===== src/rtl/reset_sequencer.sv =====
// Board reset sequencer: synchronises button and lock flags, debounces the button,
// holds reset until all locks are stable, then releases domain resets in staggered order.
// Optional lock-loss event counter is built when LOCK_LOSS_COUNT_EN is defined.
module reset_sequencer #(
   parameter int NUM_LOCKS     = 2,
   parameter int SYNC_STAGES   = 3,
   parameter int DEBOUNCE_BITS = 20,
   parameter int HOLD_CYCLES   = 16,
   parameter int NUM_DOMAINS   = 2,
   parameter int STAGGER       = 8
) (
   input  logic                   clk,
   input  logic                   reset_n,
   input  logic                   btn_in,
   input  logic [NUM_LOCKS-1:0]   lock_in,
   input  logic                   sw_rst_req,
   output logic [NUM_DOMAINS-1:0] rst_out,
   output logic                   ready,
   output logic [1:0]             state_o,
   output logic [7:0]             loss_count
);

   localparam logic [1:0] ST_WAIT_LOCK = 2'd0;
   localparam logic [1:0] ST_HOLD      = 2'd1;
   localparam logic [1:0] ST_RELEASE   = 2'd2;
   localparam logic [1:0] ST_RUN       = 2'd3;

   localparam int REL_LAST = (NUM_DOMAINS - 1) * STAGGER;
   localparam int CNT_MAX  = (HOLD_CYCLES > REL_LAST + 1) ? HOLD_CYCLES : REL_LAST + 1;
   localparam int CW       = $clog2(CNT_MAX + 1);

   localparam logic [CW-1:0] HOLD_LAST = CW'(HOLD_CYCLES - 1);
   localparam logic [CW-1:0] REL_END   = CW'(REL_LAST);
   // Compare against max-1 so the update lands on the edge the count would reach max.
   localparam logic [DEBOUNCE_BITS-1:0] DB_LAST = DEBOUNCE_BITS'((2 ** DEBOUNCE_BITS) - 2);

   logic [SYNC_STAGES-1:0]                btn_sync_q;
   logic [SYNC_STAGES-1:0][NUM_LOCKS-1:0] lock_sync_q;
   logic                                  btn_s;
   logic                                  all_lock_s;
   logic                                  req_s;

   logic [DEBOUNCE_BITS-1:0] db_cnt_q, db_cnt_d;
   logic                     btn_stable_q, btn_stable_d;
   logic                     btn_req_q, btn_req_d;

   logic [1:0]             state_q, state_d;
   logic [CW-1:0]          cnt_q, cnt_d;
   logic [NUM_DOMAINS-1:0] rst_q, rst_d;
   logic                   ready_q, ready_d;

   assign btn_s      = btn_sync_q[SYNC_STAGES-1];
   assign all_lock_s = &lock_sync_q[SYNC_STAGES-1];
   assign req_s      = btn_req_q | sw_rst_req;

   // Button debounce: the stable level follows btn_s only after a full run of disagreement.
   always_comb begin
      db_cnt_d     = db_cnt_q;
      btn_stable_d = btn_stable_q;
      btn_req_d    = 1'b0;
      if (btn_s == btn_stable_q) begin
         db_cnt_d = '0;
      end else if (db_cnt_q == DB_LAST) begin
         db_cnt_d     = '0;
         btn_stable_d = btn_s;
         btn_req_d    = btn_s;
      end else begin
         db_cnt_d = db_cnt_q + 1'b1;
      end
   end

   // Sequencer next-state: lock loss outranks requests, which outrank counter expiry.
   always_comb begin
      state_d = state_q;
      cnt_d   = cnt_q;
      rst_d   = rst_q;
      ready_d = ready_q;
      case (state_q)
         ST_WAIT_LOCK: begin
            rst_d   = '1;
            ready_d = 1'b0;
            if (all_lock_s) begin
               state_d = ST_HOLD;
               cnt_d   = '0;
            end else begin
               state_d = ST_WAIT_LOCK;
            end
         end
         ST_HOLD: begin
            rst_d   = '1;
            ready_d = 1'b0;
            if (!all_lock_s) begin
               state_d = ST_WAIT_LOCK;
            end else if (req_s) begin
               cnt_d = '0;
            end else if (cnt_q == HOLD_LAST) begin
               state_d = ST_RELEASE;
               cnt_d   = '0;
            end else begin
               cnt_d = cnt_q + 1'b1;
            end
         end
         ST_RELEASE: begin
            if (!all_lock_s || req_s) begin
               state_d = ST_WAIT_LOCK;
               rst_d   = '1;
               ready_d = 1'b0;
            end else begin
               for (int i = 0; i < NUM_DOMAINS; i++) begin
                  if (cnt_q == CW'(i * STAGGER)) begin
                     rst_d[i] = 1'b0;
                  end else begin
                     rst_d[i] = rst_q[i];
                  end
               end
               if (cnt_q == REL_END) begin
                  state_d = ST_RUN;
                  ready_d = 1'b1;
               end else begin
                  cnt_d = cnt_q + 1'b1;
               end
            end
         end
         ST_RUN: begin
            if (!all_lock_s || req_s) begin
               state_d = ST_WAIT_LOCK;
               rst_d   = '1;
               ready_d = 1'b0;
            end else begin
               state_d = ST_RUN;
               rst_d   = '0;
               ready_d = 1'b1;
            end
         end
         default: begin
            state_d = ST_WAIT_LOCK;
            cnt_d   = '0;
            rst_d   = '1;
            ready_d = 1'b0;
         end
      endcase
   end

   // Synchronisers, debounce state and sequencer registers.
   always_ff @(posedge clk) begin
      if (!reset_n) begin
         btn_sync_q   <= '0;
         lock_sync_q  <= '0;
         db_cnt_q     <= '0;
         btn_stable_q <= 1'b0;
         btn_req_q    <= 1'b0;
         state_q      <= ST_WAIT_LOCK;
         cnt_q        <= '0;
         rst_q        <= '1;
         ready_q      <= 1'b0;
      end else begin
         btn_sync_q   <= {btn_sync_q[SYNC_STAGES-2:0], btn_in};
         lock_sync_q  <= {lock_sync_q[SYNC_STAGES-2:0], lock_in};
         db_cnt_q     <= db_cnt_d;
         btn_stable_q <= btn_stable_d;
         btn_req_q    <= btn_req_d;
         state_q      <= state_d;
         cnt_q        <= cnt_d;
         rst_q        <= rst_d;
         ready_q      <= ready_d;
      end
   end

   assign rst_out = rst_q;
   assign ready   = ready_q;
   assign state_o = state_q;

`ifdef LOCK_LOSS_COUNT_EN
   logic       lost_s;
   logic [7:0] loss_q, loss_d;

   // Any armed state dropping back on lock loss is one event, even with a coincident request.
   assign lost_s = (state_q != ST_WAIT_LOCK) && !all_lock_s;

   // Saturating loss counter next value.
   always_comb begin
      if (lost_s && (loss_q != 8'hFF)) begin
         loss_d = loss_q + 8'd1;
      end else begin
         loss_d = loss_q;
      end
   end

   // Loss counter register, cleared only by reset_n.
   always_ff @(posedge clk) begin
      if (!reset_n) begin
         loss_q <= 8'h00;
      end else begin
         loss_q <= loss_d;
      end
   end

   assign loss_count = loss_q;
`else
   assign loss_count = 8'h00;
`endif

endmodule


===== config.mk =====
export PLATFORM = sky130hd
export DESIGN_NAME = reset_sequencer
export DESIGN_NICKNAME = d
export VERILOG_FILES = /design/src/rtl/reset_sequencer.sv
export SDC_FILE = /design/constraint.sdc
export NUM_CORES = 1
export LEC_CHECK = 0
export CAP_MARGIN = 20
export CORE_ASPECT_RATIO = 0.5
export CORE_UTILIZATION = 30
export CTS_BUF_LIST = sky130_fd_sc_hd__clkbuf_16
export DETAILED_ROUTE_END_ITERATION = 10
export GPL_TIMING_DRIVEN = 0
export SLEW_MARGIN = 15
export SYNTH_ARGS = -nofsm -noshare
export SYNTH_HDL_FRONTEND = slang
export SYNTH_SLANG_ARGS = --single-unit

===== constraint.sdc =====
create_clock -name clk -period 4 [get_ports clk]
set_clock_uncertainty 0.05 [all_clocks]
set_input_delay 0.6 -clock clk [delete_from_list [all_inputs] [get_ports clk]]
set_output_delay 0.6 -clock clk [all_outputs]
set_load 0.005 [all_outputs]

==> impl_results.md <==
- First-pass GRT wire length: around 6.4 mm
- Setup TNS: 0 ns
- Cts hold-fix bufs: 0
- Final setup viols: 0
- Buffers on Ports: 10
- Post-synth top flop: dfxtp_1
- Syn Area/Cell: 9.11 um^2
- Total power density per cell area: 336 nW/um^2
- Worst EP arrival: about 2.5 ns
- Max clock buf depth: 2
- Commonest non-fill, non-tap cell in the layout: dfxtp_1
- Vias in the first global route: between 1000 and 1500
- First-pass DRT Iterations: 4
- Clock Sinks: 41
- Unique masters post-synth: 45
- Largest net degree at the start of global routing: 12
- Post-synth EDFFs: 0
- Startpoint types: flop
- Worst Setup End Kind: flop
- Placed insts: 330
- Synth area leaders: dfxtp_1 (40%), ha_1 (6.7%), xnor2_1 (5.1%)
- Hold Startpoint: lock_sync_q[2]
- Antenna Nets Post-Route: 0
- Final net count: about 270
- GR Overflow Total: 0
- Share of layout cells above drive strength 1: 0.0924
- Initial antenna violation count: 0
- Final wirelength: 3.79 mm
- Iteration-0 DRC Markers: 111
- Max Slew Vio Count: 0
- Placed inst area: about 2300 um^2
- Final period utilization: 0.582
- Top cell type's share of synthesized area: 0.400
- Data required, critical path: roughly 4.2 ns
- YS warnings: 0
- # diodes: 0
- Row count: 20
- Worst-skew pair later-pin latency: 0.28 ns
- Total core area: 6330 um^2
- Vias: 1572
- Worst-path maximum fanout: 5
- Hold crit path type: flop to flop
- Fin area: 2420 um^2
- Die span in y: 60.5 um
- Final hold vios: 0
- Via density: 4.66
- Worst R2R Start: cnt_q[0]
- Actual slew at the worst max-slew pin: 0.678 ns
- CTS buffer count: 5
- Dpl hpwl: 2.72 mm
- Seq cells post-synth: 41
- Crit path launch: cnt_q[0]
- Cell Count, Final, Fillers Out: between 300 and 400
- RSZ-0062 raised after global routing: false
- WL per Instance: 11.2 um
- Root Buffer Master: clkbuf_16
- Seq/Total Area, Yosys: 0.400
- WS Path Type: flop to flop
- Setup Fix Bufs, Post-CTS: 0
- Post-synthesis cell count: 225
- Routability cong.: 0.770
- Layout area overhead: 18.0%
- # resized after CTS: 0
- Initial core utilization: 0.324
- Yosys top cell by area: dfxtp_1
- Commonest non-fill, non-tap cells in the layout: dfxtp_1 (41), nor2_1 (24), nand2_1 (14)
- I/O Pins: 19
- VDD IR max: 0.136 mV
- Status: complete, no violations
- Max-slew headroom: 0.546
- H-tree Lvls: 2
- MaxCap Viol Count: 0
- Die span in x: 119 um
- # DRC: 0
- Die area: 7190 um^2
- GRT Util Overall: 0.116
- Post-layout min period: 2.33 ns
- Leakage: 0.839 nW
- FILL cells: 640
- Cell area after synthesis: around 2100 um^2
- CTS clk-pin slew, worst paths: 0.06 ns
- Fmax: 430 MHz
- CTS tree: built
- Synth async-reset ratio: 0
-- final cells by class --
class | instances | area [um^2] | area share
multi-input combinational | 165 | 1110 | 0.460
clock buffer | 5 | 125 | 0.0517
sequential | 41 | 821 | 0.339
inverter | 11 | 41.3 | 0.0171
timing repair buffer | 10 | 100 | 0.0414
tap | 88 | 110 | 0.0455
buffer | 15 | 103 | 0.0424
clock inverter | 2 | 7.51 | 0.00310
-- power breakdown --
part / total, mW / internal (mW) / switching, mW / leakage [nW]
combinational: 0.0222 / 0.0131 / 0.00902 / 0.439
sequential: 0.414 / 0.412 / 0.00153 / 0.332
clock: 0.376 / 0.223 / 0.153 / 0.0685
total: 0.812 / 0.648 / 0.164 / 0.839
-- flip-flops by register name, indices dropped and copies added (netlist names) --
name	count
rst_out	2
btn_req_q	1
lock_sync_q	6
ready	1
btn_stable_q	1
btn_sync_q	3
state_o	2
cnt_q	5
db_cnt_q	20
-- through the flow --
stage / utilization / hold slack (ns) / setup WS, ns / power, mW
after global routing: 0.382 / 0.391 / 1.51 / 0.845
after floorplan: - / 0.362 / 1.97 / 0.437
final: 0.382 / 0.380 / 1.67 / 0.812
after detailed placement: 0.361 / 0.370 / 1.47 / 0.445
after global placement: 0.361 / 0.363 / 1.49 / 0.445
after CTS: 0.382 / 0.383 / 1.68 / 0.818
-- cell usage after synthesis (all sizes together) (5+ instances only) --
| library cell | number |
|---|---|
| and2 | 12 |
| xnor2 | 12 |
| and3 | 5 |
| ha | 11 |
| inv | 11 |
| dfxtp | 41 |
| nand2 | 14 |
| nor4 | 7 |
| nor2 | 24 |
| o21ai | 9 |
| nand3 | 13 |
| buf | 12 |
-- metal layers --
metal,global-route usage,vias up,part of all wire
met5,0,-,0
met4,0.0542,0,0.016
met3,0.0367,5,0.038
met2,0.207,36,0.46
met1,0.131,719,0.49
li1,-,812,-
-- logic make-up (layout without fill, tap and decap cells) --
family,after synthesis,in the layout,synth area share
mux,4,4,0.0195
simple gates,99,99,0.277
flops,41,41,0.400
buf+inv,26,43,0.0702
fa+ha+maj,11,11,0.0671
other cells,1,8,0.00183
compound gates,27,27,0.0958
xor+xnor,16,16,0.0683
-- path summary, 6_finish.rpt --
path	endpoint	slack, ns	cells past startpoint
setup / recovery	cnt_q[1]	1.67	8
hold / removal	lock_sync_q[4]	0.38	1
setup reg to reg	cnt_q[1]	1.67	8
hold reg to reg	lock_sync_q[4]	0.38	1
-- worst max-delay path, stage by stage (launching register included) --
cell	delay, ns
dfxtp_1	0.34
ha_1	0.24
nand3_1	0.12
inv_1	0.05
ha_1	0.20
nor4b_1	0.35
o21ai_0	0.24
or4b_1	0.50
a21boi_0	0.16
(Power assumes the default switching activity.)
